--- src/rtl/transaction_unit.sv ---
// transaction_unit: executes one inquiry/withdraw/deposit per request for the
// authenticated card, enforcing per-session op-count and withdrawal limits.
module transaction_unit #(
   parameter int balance_width  = 20,
   parameter int max_ops        = 3,
   parameter int withdraw_limit = 10000
) (
   input  logic                     clk,
   input  logic                     rst,
   input  logic                     psw_en,
   input  logic                     card_out,
   input  logic [balance_width-1:0] balance,
   input  logic                     op_start,
   input  logic [1:0]               op_sel,
   input  logic [balance_width-1:0] amount,
   output logic [balance_width-1:0] updated_balance,
   output logic                     op_done,
   output logic [balance_width-1:0] disp_balance,
   output logic                     err,
   output logic [1:0]               err_code,
   output logic                     busy
);

   localparam int cnt_w = $clog2(max_ops + 1);
   localparam int sum_w = balance_width + 1;

   localparam logic [1:0] IDLE  = 2'd0;
   localparam logic [1:0] READY = 2'd1;
   localparam logic [1:0] EXEC  = 2'd2;
   localparam logic [1:0] DONE  = 2'd3;

   localparam logic [1:0] OP_INQ = 2'b00;
   localparam logic [1:0] OP_WD  = 2'b01;
   localparam logic [1:0] OP_DEP = 2'b10;
   localparam logic [1:0] OP_ILL = 2'b11;

   localparam logic [1:0] ERR_NONE  = 2'b00;
   localparam logic [1:0] ERR_FUNDS = 2'b01;
   localparam logic [1:0] ERR_LIMIT = 2'b10;
   localparam logic [1:0] ERR_ILL   = 2'b11;

   localparam logic [cnt_w-1:0] max_ops_c  = cnt_w'(max_ops);
   localparam logic [sum_w-1:0] wd_limit_c = sum_w'(withdraw_limit);

   logic [1:0]               state_r;
   logic [1:0]               op_sel_r;
   logic [balance_width-1:0] amount_r;
   logic [balance_width-1:0] bal_r;
   logic [cnt_w-1:0]         ops_cnt_r;
   logic [balance_width-1:0] wd_total_r;
   logic [balance_width-1:0] res_bal_r;
   logic [1:0]               res_code_r;

   logic                     abort_s;
   logic [sum_w-1:0]         wd_sum_s;
   logic [sum_w-1:0]         dep_sum_s;
   logic [balance_width-1:0] nxt_bal_s;
   logic [1:0]               nxt_code_s;

   assign abort_s = ~psw_en | card_out;

   // Evaluate the latched request: prioritised error checks, then the result balance.
   always_comb begin
      wd_sum_s   = {1'b0, wd_total_r} + {1'b0, amount_r};
      dep_sum_s  = {1'b0, bal_r} + {1'b0, amount_r};
      nxt_bal_s  = bal_r;
      nxt_code_s = ERR_NONE;
      if (op_sel_r == OP_ILL) begin
         nxt_code_s = ERR_ILL;
      end else if (ops_cnt_r == max_ops_c) begin
         nxt_code_s = ERR_LIMIT;
      end else if ((op_sel_r == OP_WD) && (amount_r > bal_r)) begin
         nxt_code_s = ERR_FUNDS;
      end else if ((op_sel_r == OP_WD) && (wd_sum_s > wd_limit_c)) begin
         nxt_code_s = ERR_LIMIT;
      end else if ((op_sel_r == OP_DEP) && dep_sum_s[balance_width]) begin
         nxt_code_s = ERR_ILL;
      end else begin
         case (op_sel_r)
            OP_INQ:  nxt_bal_s = bal_r;
            OP_WD:   nxt_bal_s = bal_r - amount_r;
            OP_DEP:  nxt_bal_s = dep_sum_s[balance_width-1:0];
            default: nxt_bal_s = bal_r;
         endcase
      end
   end

   // Session FSM; results are staged in EXEC and published on the DONE edge.
   always_ff @(posedge clk or negedge rst) begin
      if (!rst) begin
         state_r         <= IDLE;
         op_sel_r        <= 2'b00;
         amount_r        <= {balance_width{1'b0}};
         bal_r           <= {balance_width{1'b0}};
         ops_cnt_r       <= {cnt_w{1'b0}};
         wd_total_r      <= {balance_width{1'b0}};
         res_bal_r       <= {balance_width{1'b0}};
         res_code_r      <= ERR_NONE;
         updated_balance <= {balance_width{1'b0}};
         disp_balance    <= {balance_width{1'b0}};
         op_done         <= 1'b0;
         err             <= 1'b0;
         err_code        <= ERR_NONE;
         busy            <= 1'b0;
      end else begin
         op_done <= 1'b0;
         case (state_r)
            IDLE: begin
               busy <= 1'b0;
               if (!abort_s) begin
                  state_r    <= READY;
                  ops_cnt_r  <= {cnt_w{1'b0}};
                  wd_total_r <= {balance_width{1'b0}};
               end
            end
            READY: begin
               if (abort_s) begin
                  state_r <= IDLE;
                  busy    <= 1'b0;
               end else if (op_start) begin
                  state_r  <= EXEC;
                  busy     <= 1'b1;
                  op_sel_r <= op_sel;
                  amount_r <= amount;
                  bal_r    <= balance;
               end else begin
                  busy <= 1'b0;
               end
            end
            EXEC: begin
               if (abort_s) begin
                  // operation is discarded: nothing staged, counters untouched
                  state_r <= IDLE;
                  busy    <= 1'b0;
               end else begin
                  state_r    <= DONE;
                  busy       <= 1'b1;
                  res_bal_r  <= nxt_bal_s;
                  res_code_r <= nxt_code_s;
                  if (nxt_code_s == ERR_NONE) begin
                     ops_cnt_r <= ops_cnt_r + cnt_w'(1'b1);
                     if (op_sel_r == OP_WD) begin
                        wd_total_r <= wd_sum_s[balance_width-1:0];
                     end
                  end
               end
            end
            DONE: begin
               op_done         <= 1'b1;
               updated_balance <= res_bal_r;
               disp_balance    <= res_bal_r;
               err             <= (res_code_r != ERR_NONE);
               err_code        <= res_code_r;
               busy            <= 1'b0;
               state_r         <= abort_s ? IDLE : READY;
            end
            default: begin
               state_r <= IDLE;
               busy    <= 1'b0;
            end
         endcase
      end
   end

endmodule

--- config.mk ---
export PLATFORM = sky130hd
export DESIGN_NAME = transaction_unit
export DESIGN_NICKNAME = d
export VERILOG_FILES = /design/src/rtl/transaction_unit.sv
export SDC_FILE = /design/constraint.sdc
export NUM_CORES = 1
export LEC_CHECK = 0
export CORE_MARGIN = 8
export CORE_UTILIZATION = 35
export CTS_CLUSTER_SIZE = 14
export DETAILED_ROUTE_END_ITERATION = 7
export GPL_ROUTABILITY_DRIVEN = 0
export PLACE_DENSITY = 0.66
export SYNTH_ARGS = -nofsm -noshare
export SYNTH_HDL_FRONTEND = slang
export SYNTH_SLANG_ARGS = --single-unit
export TNS_END_PERCENT = 50
--- constraint.sdc ---
create_clock -name clk -period 5.29 [get_ports clk]
set_input_delay 1.3225 -clock clk [delete_from_list [all_inputs] [get_ports clk]]
set_output_delay 1.3225 -clock clk [all_outputs]
set_load 0.01 [all_outputs]
==> results of run 1 <==
==> per-layer routing <==
metal | vias to the layer above | share of wire | GRT usage
met2 | 246 | 0.46 | 0.250
met4 | 0 | 0.027 | 0.0718
li1 | 3375 | - | -
met3 | 49 | 0.070 | 0.0335
met1 | 3371 | 0.45 | 0.200
met5 | - | 0 | 0
==> power by group <==
part / switching (mW) / internal [mW]
clock: 0.388 / 0.927
combinational: 1.01 / 0.724
sequential: 0.152 / 0.997
total: 1.55 / 2.65
==> worst min-delay path by stage <==
| stage | from | end | cells after the start | slack, ns |
|---|---|---|---|---|
| after detailed placement | wd_total_r[14]$_DFFE_PN0P_ | wd_total_r[14]$_DFFE_PN0P_ | 1 | 0.48 |
| after CTS | err$_DFFE_PN0P_ | err$_DFFE_PN0P_ | 2 | 0.49 |
| after floorplan | res_bal_r[0]$_DFFE_PN0P_ | res_bal_r[0]$_DFFE_PN0P_ | 2 | 0.45 |
| after global routing | err$_DFFE_PN0P_ | err$_DFFE_PN0P_ | 2 | 0.52 |
| after global placement | err$_DFFE_PN0P_ | err$_DFFE_PN0P_ | 2 | 0.47 |
| final | err$_DFFE_PN0P_ | err$_DFFE_PN0P_ | 2 | 0.48 |
==> worst reg2reg max path, stage by stage, from the launching register on <==
cell,delay [ns]
dfrtp_1,0.42
ha_1,0.24
fa_1,0.43
a211oi_2,0.29
o21ai_2,0.16
a41o_1,0.31
a2111oi_2,0.31
nor3b_1,0.08
or4_1,0.56
a211o_1,0.42
a21oi_4,0.22
and2_1,0.58
a211oi_2,0.16
==> through the flow <==
stage	hold WS, ns	setup WS (ns)
6_report	0.480	0.956
5_1_grt	0.520	0.714
4_1_cts	0.492	0.931
3_5_place_dp	0.476	0.955
3_3_place_gp	0.465	1.09
2_1_floorplan	0.446	1.60
==> final cells by class <==
cell class / count / area share
Clock buffer: 21 / 0.0487
Multi-Input combinational cell: 684 / 0.485
Inverter: 44 / 0.0167
Timing Repair Buffer: 104 / 0.102
Clock inverter: 11 / 0.0208
Tap cell: 319 / 0.0404
Sequential cell: 113 / 0.286
==> state kept, by name, indices dropped and copies added, names as in the netlist <==
| name | count |
|---|---|
| res_bal_r | 20 |
| err | 1 |
| busy | 1 |
| state_r | 2 |
| op_done | 1 |
| ops_cnt_r | 2 |
| amount_r | 20 |
| bal_r | 20 |
| wd_total_r | 20 |
| disp_balance | 20 |
| op_sel_r | 2 |
| err_code | 2 |
| res_code_r | 2 |
==> layout by cell type, fill, tap and decap left out, drive strengths merged, types with 5 or more instances in the layout <==
master,netlist,routed
buf,30,14
nand2,99,99
nor4,5,5
mux2i,7,7
nor2,62,62
o211ai,9,9
mux2,43,43
nand4,6,6
o21ai,73,73
a22oi,9,9
nor2b,10,10
inv,44,44
o21a,7,7
nand2b,8,8
nor3,25,25
clkbuf,45,21
and3,6,6
a31oi,8,8
o31ai,6,6
xor2,12,12
clkdlybuf4s50,0,90
or3,7,7
nand3,11,11
ha,64,64
xnor2,17,17
o21bai,9,9
a211oi,23,23
and2,10,10
a31o,13,13
a21oi,56,56
bufinv,0,6
dfrtp,113,113
a21o,16,16
clkinv,0,5
==> logic make-up after synthesis <==
group / synth area share
buffers and inverters: 0.0677
XOR/XNOR: 0.0311
AND/OR/NAND/NOR: 0.155
multiplexers: 0.0679
adder cells (fa/ha/maj): 0.105
AO/OA/AOI/OAI: 0.227
flip-flops: 0.346
==> out/metrics.yaml, run 1 <==
run_status:
  status: "finished clean"
sta:
  maxSlewHeadroom: 0.315
  fmax_mhz: 231
  tightest_slew_ns: 1.02
  finClkSkew_ns: 0.0111
  setup_viol: 0
  post-route-min-period_ns: 4.33
  slew_viol_final: 0
  min_period_over_period: 0.819
  tns_ns: 0
  hold_viol_final: 0
  grt_setup_unrepaired: "no"
clock_tree:
  cts.clk_slew.worst_paths_ns: 0.05
  clock_sink_count: 113
  htreeDepth: 4
  cts_hold_buf: 0
  insertion_delay_ns: 0.42
  cts_root_buffer: "clkbuf_16"
  post_cts_resized: 0
  clock_path_buffers: 2
  cts_made_buffers: 17
  post_cts_buffers: 0
  cts_tree: "built"
worst_setup_path:
  rr_worst_depth: 12
  worstSetupPathType: "flop to flop"
  rrSetupSlack_ns: 0.96
  cp_common_cell: "a211oi_2"
  path_cells: "ha_1 -> fa_1 -> a211oi_2 -> o21ai_2 -> a41o_1 -> a2111oi_2 -> nor3b_1 -> or4_1 -> a211o_1 -> a21oi_4 -> and2_1 -> a211oi_2"
  crit_path_end: "res_bal_r[4]$_DFFE_PN0P_"
  slowest_delay_ns: 0.58
  cp_slowest_cell: "and2_1"
  path_depth: 12
  cp.required_ns: 5.55
  setup.worst_path.start: "amount_r[0]$_DFFE_PN0P_"
  rr_startpoint: "amount_r[0]$_DFFE_PN0P_"
  cp_num_buf_inv: 0
  path_max_fanout: 12
  path_delay_family: "compound AO/OA/AOI/OAI gates"
  cp-end-kind: "flop"
  rr_endpoint: "res_bal_r[4]$_DFFE_PN0P_"
  cp.arrival_ns: 4.59
  cp-start-kind: "flop"
layout:
  layout.cell_area.non_filler_sq_um: 9870
  drive_gt1_frac: 0.126
  multi_input_area_sq_um: 4790
  seqCellArea_sq_um: 2830
  num-nets-final: 1078
  n_antenna_cell: 0
  final_cells: 1296
  synthToLayoutAreaGrowth_pct: 21.0
  utilization: 0.426
  n_fill_cell: 2278
synthesis:
  ys_seq_elements: 113
  synth.most_common_cell: "dfrtp_1"
  async_reset_ff_frac: 1.00
  syn_avg_cell_area_sq_um: 8.91
  synth_top_area_share: 0.346
  synth_cells: 916
  seq_area_frac_synth: 0.346
  synth_edf_count: 0
  ys_types: 75
  synth_area_sq_um: 8160
  synthFlopType: "dfrtp_1"
  yosysTopAreaCell: "dfrtp_1"
  synthTopCellsByCount: "dfrtp_1 (113), nand2_1 (99), o21ai_0 (65)"
  yosysWarnings: 0
  yosys-top-cells-area: "dfrtp_1 (35%), ha_1 (9.8%), mux2_2 (5.9%)"
  syn_nets: 1030
die:
  die_area_sq_um: 28500
  rows: 56
  ios: 92
  die-height_microns: 169
  floorplan.initialDensity: 0.352
  fp.dieW_microns: 169
  core_sq_um: 23200
run:
  cap_violations: 0
grt:
  grt_usage: 0.157
  antenna_found_initial: 0
  grt_max_degree: 73
  grt_pass1_vias: 6984
  grt_pass1_wl_mm: 36.0
  grt-ovfl-total: 0
route:
  viasPerCell: 5.43
  vias: 7041
  drc: 0
  wl_per_cell_microns: 16.7
  dr.pass1.iters: 5
  ant_nets: 0
  drt_iter0_drc: 485
  wirelength_mm: 21.6
power_and_ir_drop:
  vdd_drop_max_mv: 0.254
  power.leakage_nw: 4.35
  pwr_density_cell_nw_per_um2: 425
  total_power_mw: 4.20
placed_design:
  io_buffers: 91
  place_inst: 1264
  placed_area_sq_um: 9190
  hpwl_mm: 16.5
min_path:
  min_path_type: "flop to flop"
No activity file was read; power rests on OpenSTA's default activity.
==> inputs of run 2 (changes only) <==
==> constraint.sdc (replaced) <==
create_clock -name clk -period 4 [get_ports clk]
set_input_delay 1 -clock clk [delete_from_list [all_inputs] [get_ports clk]]
set_output_delay 1 -clock clk [all_outputs]
set_load 0.01 [all_outputs]
==> out/metrics.yaml, run 2 (synthesis results as in run 1) <==
worst_setup_path:
  path_cells: "ha_1 -> fa_2 -> a211oi_2 -> o21ai_2 -> a41o_1 -> a2111oi_4 -> nor3b_1 -> or4_1 -> a211o_4 -> a21boi_4 -> mux2_2 -> a22o_1"
  path_delay_family: "compound AO/OA/AOI/OAI gates"
  cp_slowest_cell: "or4_1"
  cp.required_ns: 4.30  # -1.25 ns
  rr_endpoint: "ops_cnt_r[0]$_DFFE_PN0P_"
  path_max_fanout: 7  # -5
  rr_startpoint: "amount_r[0]$_DFFE_PN0P_"
  slowest_delay_ns: 0.56  # -0.02 ns
  cp-end-kind: "flop"
  rr_worst_depth: 12  # unchanged
  worstSetupPathType: "flop to flop"
  cp.arrival_ns: 4.16  # -0.43 ns
  cp_num_buf_inv: 0  # unchanged
  rrSetupSlack_ns: 0.15  # -0.81 ns
  cp-start-kind: "flop"
layout:
  layout_common_cells: "dfrtp_1 (113), nand2_1 (99), clkdlybuf4s50_1 (90), o21ai_0 (65), ha_1 (64)"
  n_antenna_cell: 0  # unchanged
  mostFrequentLayoutCell: "dfrtp_1"
  synthToLayoutAreaGrowth_pct: 21.9
  drive_gt1_frac: 0.141  # +0.0151
  final_cells: 1312  # +1.2%
  num-nets-final: 1097  # +1.8%
  n_fill_cell: 2218  # -2.6%
sta:
  hold-worst-slack_ns: 0.480  # +0.000404 ns
  setup_ws_ns: 0.146  # -0.810 ns
  min_period_over_period: 0.964  # +0.144
  post-route-min-period_ns: 3.85  # -0.480 ns
  maxSlewHeadroom: 0.479  # +0.164
  slew_viol_final: 0  # unchanged
  setup_viol: 0  # unchanged
  fmax_mhz: 259  # +12%
  tns_ns: 0  # unchanged
  tightest_slew_ns: 0.781  # -0.243 ns
  hold_viol_final: 0  # unchanged
  finClkSkew_ns: 0.00643  # -0.00469 ns
grt:
  grt_max_degree: 60  # -18%
  grt_pass1_wl_mm: 35.6  # -1.2%
  grt-ovfl-total: 0  # unchanged
  grt_pass1_vias: 6889  # -1.4%
  grt_usage: 0.155  # -0.00193
  antenna_found_initial: 0  # unchanged
route:
  drc: 0  # unchanged
  viasPerCell: 5.35  # -1.5%
  vias: 7023  # -0.26%
  drt_iter0_drc: 689  # +42%
  dr.pass1.iters: 5  # unchanged
  wl_per_cell_microns: 16.5  # -0.94%
  ant_nets: 0  # unchanged
  wirelength_mm: 21.7  # +0.29%
clock_tree:
  cts.clk_slew.worst_paths_ns: 0.05  # about the same
  cts_tree: "built"
  insertion_delay_ns: 0.42  # about the same
  cts_hold_buf: 0  # unchanged
  cts_root_buffer: "clkbuf_16"
  htreeDepth: 4  # unchanged
  clock_sink_count: 113  # unchanged
  clock_path_buffers: 2  # unchanged
  cts_made_buffers: 17  # unchanged
power_and_ir_drop:
  total_power_mw: 5.30  # +26%
  p_comb_frac: 0.450  # +0.037
  switching_share: 0.386  # +0.0166
  vdd_drop_max_mv: 0.405  # +60%
  internal_power_mw: 3.25  # +23%
  seqPwrFrac: 0.285  # +0.012
  clkPwrFrac: 0.265  # -0.048
  power.leakage_nw: 4.39  # +0.92%
  p_sw_mw: 2.05  # +32%
  pwr_density_cell_nw_per_um2: 532  # +25%
die:
  ios: 92  # unchanged
  rows: 56  # unchanged
  die-height_microns: 169  # unchanged
  die_area_sq_um: 28500  # unchanged
  floorplan.initialDensity: 0.352  # unchanged
  core_sq_um: 23200  # unchanged
  fp.dieW_microns: 169  # unchanged
placed_design:
  hpwl_mm: 16.7  # +1.2%
  place_inst: 1282  # +1.4%
  dp_slack_ns: 0.0338  # -0.921 ns
  io_buffers: 91  # unchanged
min_path:
  min_path_type: "flop to flop"
  hp-start: "res_bal_r[18]$_DFFE_PN0P_"
  min_path_cells: 2  # unchanged
  min_to: "res_bal_r[18]$_DFFE_PN0P_"
run_status:
  status: "finished clean"
run:
  cap_violations: 0  # unchanged
## run 2: cell types whose count changed in the layout (fill, tap and decap cells not counted), sizes merged
cell	delta
buf	+19
bufinv	-4
clkinv	+1
## run 2: final cells by class
class	instances	area, sq um	share of cell area
Timing Repair Buffer	123	1190	0.120
Tap cell	319	399	0.0401
Inverter	44	165	0.0166
Clock buffer	21	450	0.0452
Multi-Input combinational cell	684	4830	0.485
Clock inverter	8	90.1	0.00905
Sequential cell	113	2830	0.284
## run 2: metal layers
layer / part of all wire / routed length, microns / global-route usage / vias to the layer above
met3: 0.057 / 1240 / 0.0317 / 28
met2: 0.47 / 10100 / 0.247 / 193
met1: 0.46 / 9890 / 0.202 / 3394
met4: 0.021 / 448 / 0.0606 / 0
li1: - / - / - / 3408
met5: 0 / 0 / 0 / -
## run 2: timing repair
action / 4_1_cts / 5_1_grt
buffers inserted: 0 / 1
endpoints found under the setup margin: 0 / 34
hold endpoints to repair: 0 / 0
gates resized for setup: 0 / 8
## run 2: power groups by stage
stage               combinational, mW  clock, mW  sequential, mW
global placement                 2.29          0            1.53
detailed placement               2.31          0            1.53
finish                           2.38       1.40            1.51
floorplan                        1.72          0            1.46
CTS                              2.33       1.44            1.51
global route                     2.65       1.48            1.54
## run 2: worst max path at each step
stage          slack (ns)  depth (start not counted)                 startpoint                   endpoint
2_1_floorplan        0.31                         13    amount_r[0]$_DFFE_PN0P_   ops_cnt_r[0]$_DFFE_PN0P_
3_3_place_gp         0.12                         12    amount_r[0]$_DFFE_PN0P_   ops_cnt_r[0]$_DFFE_PN0P_
3_5_place_dp         0.03                         13    amount_r[0]$_DFFE_PN0P_  res_bal_r[17]$_DFFE_PN0P_
4_1_cts              0.03                         13    amount_r[0]$_DFFE_PN0P_  res_bal_r[17]$_DFFE_PN0P_
5_1_grt            -0.002                         13  wd_total_r[0]$_DFFE_PN0P_   res_bal_r[0]$_DFFE_PN0P_
6_report             0.15                         12    amount_r[0]$_DFFE_PN0P_   ops_cnt_r[0]$_DFFE_PN0P_
## run 2: worst reg2reg max path: cells and delay by family, from the launching register on
kind	cells	cell delay (ns)
mux	1	0.34
compound gates	7	1.79
simple gates	2	0.64
fa+ha+maj	2	0.59
flops	1	0.38
## run 2: through the flow
step / utilization / instance area [sq um]
6_report: 0.429 / 9950
5_1_grt: 0.429 / 9950
4_1_cts: 0.427 / 9900
3_5_place_dp: 0.404 / 9360
3_3_place_gp: 0.404 / 9360
2_1_floorplan: - / 8160
